### src/rtl/loba_operand_split_pipe_if.sv
// loba_operand_split_pipe_if: operand-in / split-result-out handshake bundle
interface loba_operand_split_pipe_if #(parameter int N = 16, parameter int M = 4);
    localparam int K = $clog2(N);
    logic in_valid, in_ready, out_valid, out_ready;
    logic [N-1:0] A, B;
    logic [M-1:0] Ah, Al, Bh, Bl;
    logic [K-1:0] k1a, k2a, k1b, k2b;
    logic exact_a, exact_b;
    modport master(output in_valid, A, B, out_ready,
                   input in_ready, out_valid, Ah, Al, Bh, Bl, k1a, k2a, k1b, k2b, exact_a, exact_b);
    modport slave(input in_valid, A, B, out_ready,
                  output in_ready, out_valid, Ah, Al, Bh, Bl, k1a, k2a, k1b, k2b, exact_a, exact_b);
endinterface

### src/rtl/loba_operand_split_pipe.sv
// loba_operand_split_pipe: two-stage leading-one split of an operand pair into high/low segments
module loba_operand_split_pipe #(parameter int N = 16, parameter int M = 4) (
    input logic clk,
    input logic rst,
    loba_operand_split_pipe_if.slave bus
);
    localparam int K = $clog2(N);

    // Only bits at or above M can move k past M-1; values below that share k = M-1.
    function automatic logic [K-1:0] lod(input logic [N-1:0] v);
        lod = K'(M-1);
        for (int i = M; i < N; i++) if (v[i]) lod = K'(i);
    endfunction

    function automatic logic [M-1:0] seg(input logic [N-1:0] v, input logic [K-1:0] k);
        seg = M'(v >> (k - K'(M-1)));
    endfunction

    function automatic logic [N-1:0] low(input logic [N-1:0] v, input logic [K-1:0] k);
        low = v & ((N'(1) << (k - K'(M-1))) - N'(1));
    endfunction

    logic s1_valid, s2_valid, s1_load, s2_load;
    logic [N-1:0] a1, b1, ra, rb;
    logic [M-1:0] ah, bh;
    logic [K-1:0] k1a, k1b, k1a_c, k1b_c;

    assign s2_load = !s2_valid || bus.out_ready;
    assign s1_load = !s1_valid || s2_load;
    assign bus.in_ready = s1_load;
    assign k1a_c = lod(a1);
    assign k1b_c = lod(b1);

    always_ff @(posedge clk or posedge rst) begin
        if (rst) begin
            s1_valid <= 1'b0;
            s2_valid <= 1'b0;
            a1 <= '0;
            b1 <= '0;
            ra <= '0;
            rb <= '0;
            ah <= '0;
            bh <= '0;
            k1a <= K'(M-1);
            k1b <= K'(M-1);
        end else begin
            if (s1_load) begin
                s1_valid <= bus.in_valid;
                if (bus.in_valid) begin
                    a1 <= bus.A;
                    b1 <= bus.B;
                end
            end
            if (s2_load) begin
                s2_valid <= s1_valid;
                if (s1_valid) begin
                    ah <= seg(a1, k1a_c);
                    bh <= seg(b1, k1b_c);
                    k1a <= k1a_c;
                    k1b <= k1b_c;
                    ra <= low(a1, k1a_c);
                    rb <= low(b1, k1b_c);
                end
            end
        end
    end

    // Low segments derive from the registered remainders, so reset (R = 0) yields seg 0, k = M-1, exact.
    assign bus.out_valid = s2_valid;
    assign bus.Ah = ah;
    assign bus.Bh = bh;
    assign bus.k1a = k1a;
    assign bus.k1b = k1b;
    assign bus.k2a = lod(ra);
    assign bus.k2b = lod(rb);
    assign bus.Al = seg(ra, bus.k2a);
    assign bus.Bl = seg(rb, bus.k2b);
    assign bus.exact_a = low(ra, bus.k2a) == '0;
    assign bus.exact_b = low(rb, bus.k2b) == '0;
endmodule

### src/flat_wrapper.sv
// flat-port wrapper written by rule: the top's interface ports become plain ports
module loba_operand_split_pipe_flat 
#(parameter int N = 16, parameter int M = 4)
  (clk, rst, bus_in_valid, bus_A, bus_B, bus_out_ready, bus_in_ready, bus_out_valid, bus_Ah, bus_Al, bus_Bh, bus_Bl, bus_k1a, bus_k2a, bus_k1b, bus_k2b, bus_exact_a, bus_exact_b);
  loba_operand_split_pipe_if #(.N(N), .M(M)) bus_i ();
  input logic clk;
  input logic rst;
  input wire logic [$bits(bus_i.in_valid)-1:0] bus_in_valid;
  input wire logic [$bits(bus_i.A)-1:0] bus_A;
  input wire logic [$bits(bus_i.B)-1:0] bus_B;
  input wire logic [$bits(bus_i.out_ready)-1:0] bus_out_ready;
  output wire logic [$bits(bus_i.in_ready)-1:0] bus_in_ready;
  output wire logic [$bits(bus_i.out_valid)-1:0] bus_out_valid;
  output wire logic [$bits(bus_i.Ah)-1:0] bus_Ah;
  output wire logic [$bits(bus_i.Al)-1:0] bus_Al;
  output wire logic [$bits(bus_i.Bh)-1:0] bus_Bh;
  output wire logic [$bits(bus_i.Bl)-1:0] bus_Bl;
  output wire logic [$bits(bus_i.k1a)-1:0] bus_k1a;
  output wire logic [$bits(bus_i.k2a)-1:0] bus_k2a;
  output wire logic [$bits(bus_i.k1b)-1:0] bus_k1b;
  output wire logic [$bits(bus_i.k2b)-1:0] bus_k2b;
  output wire logic [$bits(bus_i.exact_a)-1:0] bus_exact_a;
  output wire logic [$bits(bus_i.exact_b)-1:0] bus_exact_b;
  assign bus_i.in_valid = bus_in_valid;
  assign bus_i.A = bus_A;
  assign bus_i.B = bus_B;
  assign bus_i.out_ready = bus_out_ready;
  assign bus_in_ready = bus_i.in_ready;
  assign bus_out_valid = bus_i.out_valid;
  assign bus_Ah = bus_i.Ah;
  assign bus_Al = bus_i.Al;
  assign bus_Bh = bus_i.Bh;
  assign bus_Bl = bus_i.Bl;
  assign bus_k1a = bus_i.k1a;
  assign bus_k2a = bus_i.k2a;
  assign bus_k1b = bus_i.k1b;
  assign bus_k2b = bus_i.k2b;
  assign bus_exact_a = bus_i.exact_a;
  assign bus_exact_b = bus_i.exact_b;
  loba_operand_split_pipe #(.N(N), .M(M)) u_core (.clk(clk), .rst(rst), .bus(bus_i));
endmodule
### config.mk
export PLATFORM = sky130hd
export DESIGN_NAME = loba_operand_split_pipe_flat
export DESIGN_NICKNAME = d
export VERILOG_FILES = /design/src/rtl/loba_operand_split_pipe_if.sv /design/src/rtl/loba_operand_split_pipe.sv /design/src/flat_wrapper.sv
export SDC_FILE = /design/constraint.sdc
export NUM_CORES = 1
export LEC_CHECK = 0
export ABC_AREA = 1
export BUFFER_PORTS_ARGS = -buffer_cell sky130_fd_sc_hd__buf_4
export CAP_MARGIN = 20
export CORE_UTILIZATION = 59
export CTS_BUF_LIST = sky130_fd_sc_hd__clkbuf_2 sky130_fd_sc_hd__clkbuf_4 sky130_fd_sc_hd__clkbuf_8
export DETAILED_ROUTE_END_ITERATION = 16
export PLACE_DENSITY = 0.79
export SLEW_MARGIN = 0
export SYNTH_ARGS = -nofsm -noshare
export SYNTH_HDL_FRONTEND = slang
export SYNTH_SLANG_ARGS = --single-unit
### constraint.sdc
create_clock -name clk -period 6.4 [get_ports clk]
set_input_delay 0.64 -clock clk [delete_from_list [all_inputs] [get_ports clk]]
set_output_delay 0.64 -clock clk [all_outputs]
set_load 0.02 [all_outputs]
==> metrics.txt, run 1 <==
initial antenna violation count 0; setup repair after global routing missed its margin no; reg2reg setup slack between 2 and 3 ns; CP required around 5.8 ns; clock-pin slew reported for the worst setup and hold paths after clock tree synthesis 0.08 ns; horizontal extent of the die 117.6 um; first-pass GRT wire length 36120 um; Std-Cell Core Area 12820 um^2; wire per inst 14.13 um; Vert. Die Dim 117.6 um; TritonCTS clock tree built; syn_area_per_cell 6.121 um^2; flop and latch count out of synthesis 82; fmax between 0.15 and 0.2 GHz; portion of the post-synthesis area used by sequential elements 0.2607; Vias 8529; Synth Cell Area 7890 um^2; final HPWL from detailed placement 15920 um; Post-synth EDFFs 0; max-cap violation count 0; total wirelength of the detailed-routed design 21250 um; number of endpoints with negative hold slack in the final report 0; total congestion overflow 0; number of max-slew violations in the final report 0; number of routed nets with antenna violations 0; maximum fanout count along the critical path 26; leading cell types by count after synthesis 367 x nand2_1, 142 x nor2_1, 128 x o21ai_0, 121 x inv_1, 104 x nand3_1; hold buffer count at cts 0; standard-cell rows between 40 and 50; tightest slew margin relative to the limit 0.3807; minimum clock period ~5.1 ns; Worst Setup Path Type flop to primary output; number of diodes added for antenna fixing 0; clock latency of the later-clocked register in the worst-skew pair 0.36 ns; number of warnings reported in the yosys synthesis log 0; Worst Path Arrival 4.49 ns; Pre-Repair DR Iteration Count 6; number of I/O pins 72; top-area cell type share of the netlist area 0.2474; final setup violation count 0; biggest area contributors in the synthesized netlist dfrtp_1 25%, nand2_1 17%, o21ai_0 8.1%; largest net degree at the start of global routing slightly above 80; Synth cell types 50; status completed; Clk Tree Root Cell clkbuf_8; remaining routing DRC violations 0; GRT Overall Usage 0.3163; starting density of the core 0.6152; worst hold path class input port to async pin; final net count 1387; async set-reset flop share out of synthesis 1.000; layout cells sized above 1 0.1329; sort of element at the end of the critical path primary output; portion of the clock cycle consumed by the worst path in the final layout 0.8008; number of CTS-inserted buffers 9; count of mapped cells out of synthesis 1289; 1st-iter DRT viols a little over 1000; Layout area overhead 9.848%; number of levels in the clock H-tree 3; post-synth top area cell dfrtp_1; total nets after synthesis 1349; clock sinks 82; skew final just under 0.009 ns; post-cts sizing count 0; global placement routability congestion 0.9477; actual slew at the worst max-slew pin 0.9269 ns; IO Port Bufs 71; area of the die 13840 um^2; number of global-route vias before repair between 7000 and 8000; clock tree buffer depth 2; average vias per placed instance 5.671; postcts setup bufs 0; Critical Path Start Type flop; most instantiated flip-flop cell in the synthesis netlist dfrtp_1; most used standard cell by instance count after synthesis nand2_1; setup TNS after final layout 0 ns
cells by family after synthesis:
logic type / Yosys count / share of synthesized area
and+or+nand+nor: 681 / 0.3663
AOI/OAI and AO/OA: 294 / 0.2161
buffers and inverters: 195 / 0.09911
DFF: 82 / 0.2607
adders and majority gates: 24 / 0.03806
muxes: 7 / 0.009673
xor gates and xnor gates: 6 / 0.009992
cell type report:
cell class	instances	area, um^2
clock buffer	10	131.4
clock inverter	6	57.56
fill	1221	4158
inverter	147	554.3
multi-input combinational	1012	5056
sequential	82	2057
tap	172	215.2
timing repair buffer	75	595.6
flip-flops by register name (all words and copies together), names as in the netlist, 4 cells and up:
name            count
u_core.ra          16
u_core.a1          16
u_core.b1          16
u_core.bus.Bh       4
u_core.bus.Ah       4
u_core.bus.k1b      4
u_core.rb          16
u_core.bus.k1a      4
metal layers:
layer,GRT usage,up-vias,part of all wire
met5,0,-,0
met4,0.09936,0,0.014
met3,0.03828,25,0.068
met2,0.4710,311,0.44
met1,0.4742,3864,0.48
li1,-,4329,-
final timing paths:
check / startpoint / to / cells past startpoint
worst max register to register: u_core.b1[5]$_DFFE_PP0P_ / u_core.rb[5]$_DFFE_PP0P_ / 19
worst min register to register: u_core.bus.Bh[0]$_DFFE_PP0P_ / u_core.bus.Bh[0]$_DFFE_PP0P_ / 2
worst min-delay path: rst / u_core.a1[6]$_DFFE_PP0P_ / 3
worst max-delay path: u_core.ra[5]$_DFFE_PP0P_ / bus_exact_a / 26
max in group asynchronous: rst / u_core.bus.k1b[0]$_DFFE_PP1P_ / 4
min in group clk: u_core.bus.Bh[0]$_DFFE_PP0P_ / u_core.bus.Bh[0]$_DFFE_PP0P_ / 2
through the flow:
step / util / setup slack [ns] / hold slack [ns] / cells / cell area, um^2
final: 0.6758 / 1.275 / 0.2820 / 1504 / 8667
after global routing: 0.6758 / 0.7363 / 0.2928 / 1504 / 8667
after CTS: 0.6721 / 1.274 / 0.4894 / 1502 / 8620
after detailed placement: 0.6574 / 1.681 / 0.4677 / 1486 / 8431
after global placement: 0.6574 / 1.824 / 0.4650 / 1486 / 8431
after floorplan: - / 2.327 / 0.4517 / 1289 / 7890
placed cells by master, fill, tap and decap left out, types with 4 or more instances in the layout:
cell type / count
o21ai_2: 9
dfstp_2: 4
o31ai_1: 5
o21ai_0: 128
nor2_2: 13
o211ai_1: 29
o22ai_1: 14
nor3_1: 10
mux2_2: 5
ha_1: 24
clkbuf_8: 9
nor2_1: 142
dfrtp_1: 78
inv_1: 120
nand3b_1: 9
nor4_1: 4
a21oi_1: 65
inv_2: 22
nand4_1: 6
a31oi_1: 4
buf_4: 73
nand2_2: 18
nand2_1: 365
o21ai_1: 22
clkinv_2: 6
nor2_4: 4
a22oi_1: 4
nand3_1: 104
critical path: stages (launching register included):
cell	delay (ns)
dfrtp_1	0.39
inv_1	0.13
nand2_1	0.06
nand2_1	0.05
nand2_1	0.04
nand2_1	0.05
nand2_1	0.04
nand2_1	0.05
nand2_1	0.04
nand2_1	0.05
nand2_1	0.06
nand2_1	0.49
inv_1	0.28
ha_1	0.36
xnor2_2	0.61
nor2_4	0.10
nand2_1	0.15
ha_1	0.21
nand2_1	0.13
nor2_2	0.17
nand3_1	0.09
nand3_1	0.08
nand2_1	0.05
nor2_1	0.08
nand2_1	0.08
nor2_1	0.11
buf_4	0.15
Power of run 1 is left out: the tool's default activity adds up to more than one toggle a clock period on the data nets, which glitch-free logic cannot reach.
==> run 2: changes to the inputs <==
--- a/config.mk
+++ b/config.mk
@@ -5,7 +5,7 @@
 export SDC_FILE = /design/constraint.sdc
 export NUM_CORES = 1
 export LEC_CHECK = 0
-export ABC_AREA = 1
+export ABC_AREA = 0
 export BUFFER_PORTS_ARGS = -buffer_cell sky130_fd_sc_hd__buf_4
 export CAP_MARGIN = 20
 export CORE_UTILIZATION = 59
==> constraint.sdc (replaced) <==
create_clock -name clk -period 5.1 [get_ports clk]
set_input_delay 0.51 -clock clk [delete_from_list [all_inputs] [get_ports clk]]
set_output_delay 0.51 -clock clk [all_outputs]
set_load 0.02 [all_outputs]
==> run 2 against run 1 <==
First-iteration DRC count is 7.7% lower. Via count is 14% lower. Non-clock buffer count is 28 higher. Die area is 2.2% lower. Clock skew is 0.0016 ns lower. Core utilization is 0.17 points lower. Sequential share of layout area is 0.41 points higher. Sequential cell count stayed put. Critical path depth is 10 lower. Routed wire length is 4.0% lower. Hold slack worse by 0.18 ns. Count of clock-buffer cells in the layout is 6 higher. Largest cell class unchanged.
==> metrics.txt, run 2 <==
end of the worst register-to-register path u_core.rb[6]$_DFFE_PP0P_; Compound-Gate Fraction of Synth Area 0.2250 (+0.008836); horizontal extent of the die 116.3 um (-1.1%); portion of the post-synthesis area used by sequential elements 0.2667 (+0.005963); top-area cell type share of the netlist area 0.2530 (+0.005658); cells traversed along the worst timing path or4_2 -> o21a_1 -> inv_1 -> ha_1 -> o21ai_2 -> a21oi_2 -> nand2_1 -> ha_1 -> nor2b_1 -> a311oi_1 -> o2111ai_1 -> a211oi_1 -> o2111ai_1 -> or4_4 -> nor3_2 -> buf_4; critical path's slowest cell or4_2; Worst Path Arrival 4.45 ns (-0.04 ns); flop and latch count out of synthesis 82 (unchanged); layout cells sized above 1 0.2407 (+0.1078); Clk Tree Root Cell clkbuf_8; biggest area contributors in the synthesized netlist dfrtp_1 25%, nand2_1 6.7%, mux2_2 5.7%; number of I/O pins 72 (unchanged); status completed; reg2reg setup slack 1.31 ns (-1.25 ns); first-pass GRT wire length 33030 um (-8.6%); total nets after synthesis 978 (-28%); area of the die 13540 um^2 (-2.2%); final setup violation count 0 (unchanged); area share of and/or/nand/nor cells after synthesis 0.2255 (-0.1409); number of routed nets with antenna violations 0 (unchanged); most instantiated flip-flop cell in the synthesis netlist dfrtp_1; number of diodes added for antenna fixing 0 (unchanged); setup TNS after final layout 0 ns (unchanged); total congestion overflow 0 (unchanged); wire per inst 17.95 um (+27%); starting density of the core 0.6088 (-0.006451); post-synth top area cell dfrtp_1; total net switching power 3.194 mW; Util after Layout 0.6741 (-0.001667); clock-pin slew reported for the worst setup and hold paths after clock tree synthesis 0.07 ns (about the same); Std-Cell Core Area 12670 um^2 (-1.2%); Internal Dissipation 3.005 mW; leakage power total 3.508 nW; sort of element at the end of the critical path primary output; standard-cell rows 41 (unchanged); proportion of power drawn by combinational gates 0.762; hold buffer count at cts 0 (unchanged); count of mapped cells out of synthesis 918 (-29%); clock sinks 82 (unchanged); fmax roughly 0.20 GHz; final HPWL from detailed placement 14630 um (-8.2%); actual slew at the worst max-slew pin 1.048 ns (+0.1207 ns); final net count 1019 (-27%); Synth cell types 96 (+92%); portion of the clock cycle consumed by the worst path in the final layout 0.9718; tightest slew margin relative to the limit 0.2983 (-0.08240); Pre-Repair DR Iteration Count 6 (unchanged); TritonCTS clock tree built; depth of the worst register-to-register path 16 (-3); Critical Path Start Type flop; remaining routing DRC violations 0 (unchanged); worst stage delay on the critical path 0.67 ns (+0.06 ns); cell area power density 725.8 nW/um^2; syn_area_per_cell 8.403 um^2 (+37%); final-layout worst hold slack 0.1019 ns (-0.1801 ns); largest net degree at the start of global routing 83 (unchanged); number of global-route vias before repair 6550 (-12%); most used standard cell by instance count after synthesis nand2_1; number of max-slew violations in the final report 0 (unchanged); Post-Synth Adder-Cell Area 0.03893 (+0.0008704); Vert. Die Dim 116.3 um (-1.1%); number of endpoints with negative hold slack in the final report 0 (unchanged); average vias per placed instance 6.426 (+13%); total wirelength of the detailed-routed design 20390 um (-4.0%); clock latency of the later-clocked register in the worst-skew pair 0.36 ns (about the same); Synth Cell Area 7714 um^2 (-2.2%); skew final 0.007153 ns (-0.001612 ns); Reg power frac 0.168; Final Non-Filler Cells 1136 (-24%); max-cap violation count 0 (unchanged); Final Total Pwr around 6.2 mW; number of warnings reported in the yosys synthesis log 0 (unchanged); Bufs and invs on worst path 2 (-1); setup repair after global routing missed its margin yes; clock tree buffer depth 2 (unchanged); number of levels in the clock H-tree 3 (unchanged); initial antenna violation count 0 (unchanged); maximum VDD drop 0.2536 mV; maximum fanout count along the critical path 6 (-77%); post-synthesis share of cell area spent on xor and xnor gates 0.02466 (+0.01466); Switching Fraction 0.5153; IO Port Bufs 71 (unchanged); number of fill cells 1113 (-8.8%); Vias 7300 (-14%); Worst Setup Path Type flop to primary output; most common cell after layout, fill and taps aside nand2_1; GRT Overall Usage 0.3086 (-0.007698); leading cell types by count after synthesis 137 x nand2_1, 78 x dfrtp_1, 70 x o21ai_0, 69 x nor2_1, 44 x a21oi_1; minimum clock period 4.956 ns; 1st-iter DRT viols 952 (-7.7%); share of power burned in the clock network 0.071; Layout area overhead 10.74%; number of CTS-inserted buffers 9 (unchanged); worst flop-to-flop path startpoint u_core.b1[5]$_DFFE_PP0P_; async set-reset flop share out of synthesis 1.000 (unchanged); Post-synth EDFFs 0 (unchanged); multiplexer share of the synthesized area 0.1523 (+0.1426); worst hold path class input port to async pin; global placement routability congestion 0.9547 (+0.74%); combinational family with the most area after synthesis simple AND/OR/NAND/NOR gates; # placed instances 1116 (-25%); gate family responsible for the most delay along the worst path simple AND/OR/NAND/NOR gates; CP required 4.59 ns (-1.17 ns); commonest non-fill, non-tap cells in the layout 135 x nand2_1, 102 x buf_4, 74 x dfrtp_1
run 2: cell types whose count changed in the layout (fill, tap and decap cells not counted), moves of 16 or more:
cell	change
nand3_1	-80
mux2i_1	+40
inv_1	-99
nand2_1	-230
o21ai_1	-17
inv_2	-19
o21ai_0	-58
buf_4	+29
a21oi_1	-22
nand2_2	-16
mux2_2	+34
nor2_1	-74
run 2: metrics by stage:
step / instance area, um^2 / setup slack (ns)
after floorplan: 7714 / 0.1310
after global placement: 8260 / 0.3031
after detailed placement: 8260 / 0.2215
after CTS: 8467 / 0.05157
after global routing: 8542 / -0.04642
final: 8542 / 0.1441
run 2: how the worst max path moves through the flow:
stage	to	depth (start not counted)	slack [ns]	from
after global placement	bus_exact_b	20	0.30	u_core.rb[8]$_DFFE_PP0P_
final	bus_exact_a	16	0.14	u_core.ra[8]$_DFFE_PP0P_
after detailed placement	bus_exact_b	20	0.22	u_core.rb[8]$_DFFE_PP0P_
after CTS	bus_exact_b	20	0.05	u_core.rb[5]$_DFFE_PP0P_
after global routing	bus_exact_b	20	-0.05	u_core.rb[5]$_DFFE_PP0P_
after floorplan	bus_exact_b	22	0.13	u_core.rb[8]$_DFFE_PP0P_
run 2: power by group through the flow:
stage               logic [mW]  clock network [mW]  registers [mW]
floorplan                 3.60                   0           0.971
global placement          4.54                   0            1.04
detailed placement        4.55                   0            1.04
CTS                       4.59               0.448            1.03
global route              5.10               0.475            1.06
finish                    4.72               0.439            1.04
run 2: metal layers:
| metal | vias to the layer above | part of all wire | global-route usage |
|---|---|---|---|
| met1 | 3456 | 0.46 | 0.4563 |
| met5 | - | 0 | 0 |
| met4 | 0 | 0.022 | 0.1154 |
| li1 | 3458 | - | - |
| met3 | 42 | 0.067 | 0.03788 |
| met2 | 344 | 0.45 | 0.4627 |
run 2: repair_timing:
| action | 4_1_cts | 5_1_grt |
|---|---|---|
| gates resized for setup | 3 | 13 |
| pin swaps | 0 | 4 |
| buffers inserted | 2 | 1 |
| setup endpoints to repair | 1 | 2 |
| cloned | 0 | 0 |
| hold endpoints to repair | 0 | 0 |
run 2: cells by family (layout without fill, tap and decap cells):
logic type,Yosys count,after routing
multiplexers,95,95
AO/OA/AOI/OAI,250,250
AND/OR/NAND/NOR,347,347
flip-flops,82,82
adder cells (fa/ha/maj),24,24
XOR/XNOR,20,20
buffers and inverters,100,146
run 2: worst min-delay path: cells and delay by family:
family	cells	cell delay (ns)
buffers and inverters	3	0.29
run 2: cell type report:
| class | count | area (um^2) | share of cell area |
|---|---|---|---|
| Inverter | 27 | 102.6 | 0.01201 |
| Multi-Input combinational cell | 736 | 5186 | 0.6071 |
| Sequential cell | 82 | 2062 | 0.2414 |
| Clock buffer | 16 | 182.7 | 0.02139 |
| Tap cell | 172 | 215.2 | 0.02519 |
| Timing Repair Buffer | 103 | 793.3 | 0.09287 |
(Power assumes the default switching activity.)
==> run 3: changes to the inputs <==
==> constraint.sdc (replaced) <==
create_clock -name clk -period 6.3 [get_ports clk]
set_input_delay 0.63 -clock clk [delete_from_list [all_inputs] [get_ports clk]]
set_output_delay 0.63 -clock clk [all_outputs]
set_load 0.02 [all_outputs]
==> run 3 against run 2 <==
Sequential share of layout area grew 0.49 points. Routed wire length up 0.19%. Hold slack better by 0.24 ns. Die area did not move. Sequential cell count stayed put. Final area fell by 2.2%.
==> metrics.txt, run 3 (synthesis gave the netlist of run 2 again) <==
status completed; clock sinks 82 (unchanged); met1 GRT Util 0.4354 (-0.02086); CP required 5.67 ns (+1.08 ns); Worst Setup Path Type flop to primary output; skew final 0.006115 ns (-0.001038 ns); setup TNS after final layout 0 ns (unchanged); final net count 1000 (-1.9%); Critical Path Start Type flop; post-cts sizing count 0 (-3); minimum clock period 5.681 ns; number of fill cells 1102 (-0.99%); standard-cell rows 41 (unchanged); sort of element at the end of the critical path primary output; Clk Tree Root Cell clkbuf_8; Worst Path Arrival 5.05 ns (+0.60 ns); final setup violation count 0 (unchanged); number of I/O pins 72 (unchanged); Layout area overhead 8.256%; first-pass GRT wire length 33070 um (+0.12%); worst flop-to-flop path startpoint u_core.b1[4]$_DFFE_PP0P_; number of levels in the clock H-tree 3 (unchanged); largest net degree at the start of global routing 83 (unchanged); clock tree buffer depth 2 (unchanged); met3 demand-to-capacity share in global routing 0.03892 (+0.001038); number of routed nets with antenna violations 0 (unchanged); GRT Overall Usage 0.3104 (+0.001832); Final Total Pwr 4.895 mW (-21%); average vias per placed instance 6.493 (+1.0%); Vert. Die Dim 116.3 um (unchanged); remaining routing DRC violations 0 (unchanged); routing usage on met2 0.4860 (+0.02327); number of CTS-inserted buffers 9 (unchanged); number of diodes added for antenna fixing 0 (unchanged); worst hold path class input port to async pin; cell area power density 586.2 nW/um^2 (-19%); fmax 0.1760 GHz; total wirelength of the detailed-routed design 20430 um (+0.19%); IO Port Bufs 71 (unchanged); clock-pin slew reported for the worst setup and hold paths after clock tree synthesis 0.07 ns (about the same); actual slew at the worst max-slew pin 1.117 ns (+0.06916 ns); worst stage delay on the critical path 0.56 ns (-0.11 ns); portion of the clock cycle consumed by the worst path in the final layout 0.9017; TritonCTS clock tree built; critical path startpoint u_core.rb[8]$_DFFE_PP0P_; tightest slew margin relative to the limit 0.2520 (-0.04632); hold buffer count at cts 0 (unchanged); max-cap violation count 0 (unchanged); commonest non-fill, non-tap cells in the layout 136 x nand2_1, 83 x buf_4, 78 x dfrtp_1; Pre-Repair DR Iteration Count 8 (+2); layout cells sized above 1 0.2116 (-0.02902); maximum VDD drop 0.2312 mV (-8.8%); number of endpoints with negative hold slack in the final report 0 (unchanged); global placement routability congestion 0.9776 (+2.4%); postcts setup bufs 0 (-2); final HPWL from detailed placement 14650 um (+0.17%); critical path's slowest cell dfrtp_1; 1st-iter DRT viols 844 (-11%); number of global-route vias before repair 6603 (+0.81%); number of max-slew violations in the final report 0 (unchanged); setup repair after global routing missed its margin no; Vias 7253 (-0.64%); maximum fanout count along the critical path 14 (+8); most congested layer reported by global routing met2; cells traversed along the worst timing path inv_1 -> a221oi_1 -> nor4_1 -> a2111oi_4 -> buf_4 -> inv_1 -> ha_1 -> nor3b_1 -> a21oi_1 -> nor2_1 -> nand2_1 -> ha_1 -> nand2_1 -> a211oi_1 -> a31oi_1 -> nor3_1 -> a2111oi_1 -> nand3_1 -> a2111oi_2 -> o2111a_1 -> buf_4; total congestion overflow 0 (unchanged); initial antenna violation count 0 (unchanged); Std-Cell Core Area 12670 um^2 (unchanged); wire per inst 18.29 um (+1.9%); horizontal extent of the die 116.3 um (unchanged); area of the die 13540 um^2 (unchanged); starting density of the core 0.6088 (unchanged); leakage power total 3.412 nW (-2.7%); most common cell after layout, fill and taps aside nand2_1; clock latency of the later-clocked register in the worst-skew pair 0.36 ns (about the same)
==> run 3: layout make-up <==
cell class | count | area, um^2 | area share
Tap cell | 172 | 215.2 | 0.02577
Clock buffer | 16 | 182.7 | 0.02188
Sequential cell | 82 | 2057 | 0.2463
Timing Repair Buffer | 84 | 650.6 | 0.07791
Multi-Input combinational cell | 736 | 5142 | 0.6158
Inverter | 27 | 102.6 | 0.01229
==> run 3: power breakdown <==
part,switching [mW],internal [mW]
combinational,2.14,1.51
sequential,0.244,0.646
clock,0.174,0.181
total,2.56,2.34
==> run 3: critical path, delay by kind of cell (launching register included) <==
family,cells,cell delay [ns]
fa+ha+maj,2,0.57
compound gates,8,1.77
flops,1,0.56
simple gates,7,1.07
buf+inv,4,0.72
==> run 3: per-stage QoR <==
step                setup WS, ns  instance area, um^2  std cells  utilization  hold slack (ns)
floorplan                  1.211                 7714        918            -           0.4626
global placement           1.107                 8140       1100       0.6424           0.4604
detailed placement         1.062                 8140       1100       0.6424           0.4661
CTS                       0.6446                 8323       1116       0.6569           0.4609
global route              0.1593                 8351       1117       0.6590           0.3720
finish                    0.6192                 8351       1117       0.6590           0.3404
==> run 3: metal layers <==
metal | vias to the layer above | share of wire
met2 | 329 | 0.46
met5 | - | 0
met3 | 51 | 0.067
li1 | 3430 | -
met1 | 3443 | 0.44
met4 | 0 | 0.028
==> run 3: path summary, 6_finish.rpt <==
path,endpoint,slack (ns),cells past startpoint
max,bus_exact_b,0.62,21
min,u_core.bus.out_valid$_DFFE_PP0P_,0.34,3
max reg2reg,u_core.rb[6]$_DFFE_PP0P_,2.40,16
min reg2reg,u_core.bus.k1b[2]$_DFFE_PP0P_,0.48,2
max in group asynchronous,u_core.bus.k1a[1]$_DFFE_PP1P_,5.33,4
min in group clk,u_core.s1_valid$_DFFE_PP0N_,0.47,2
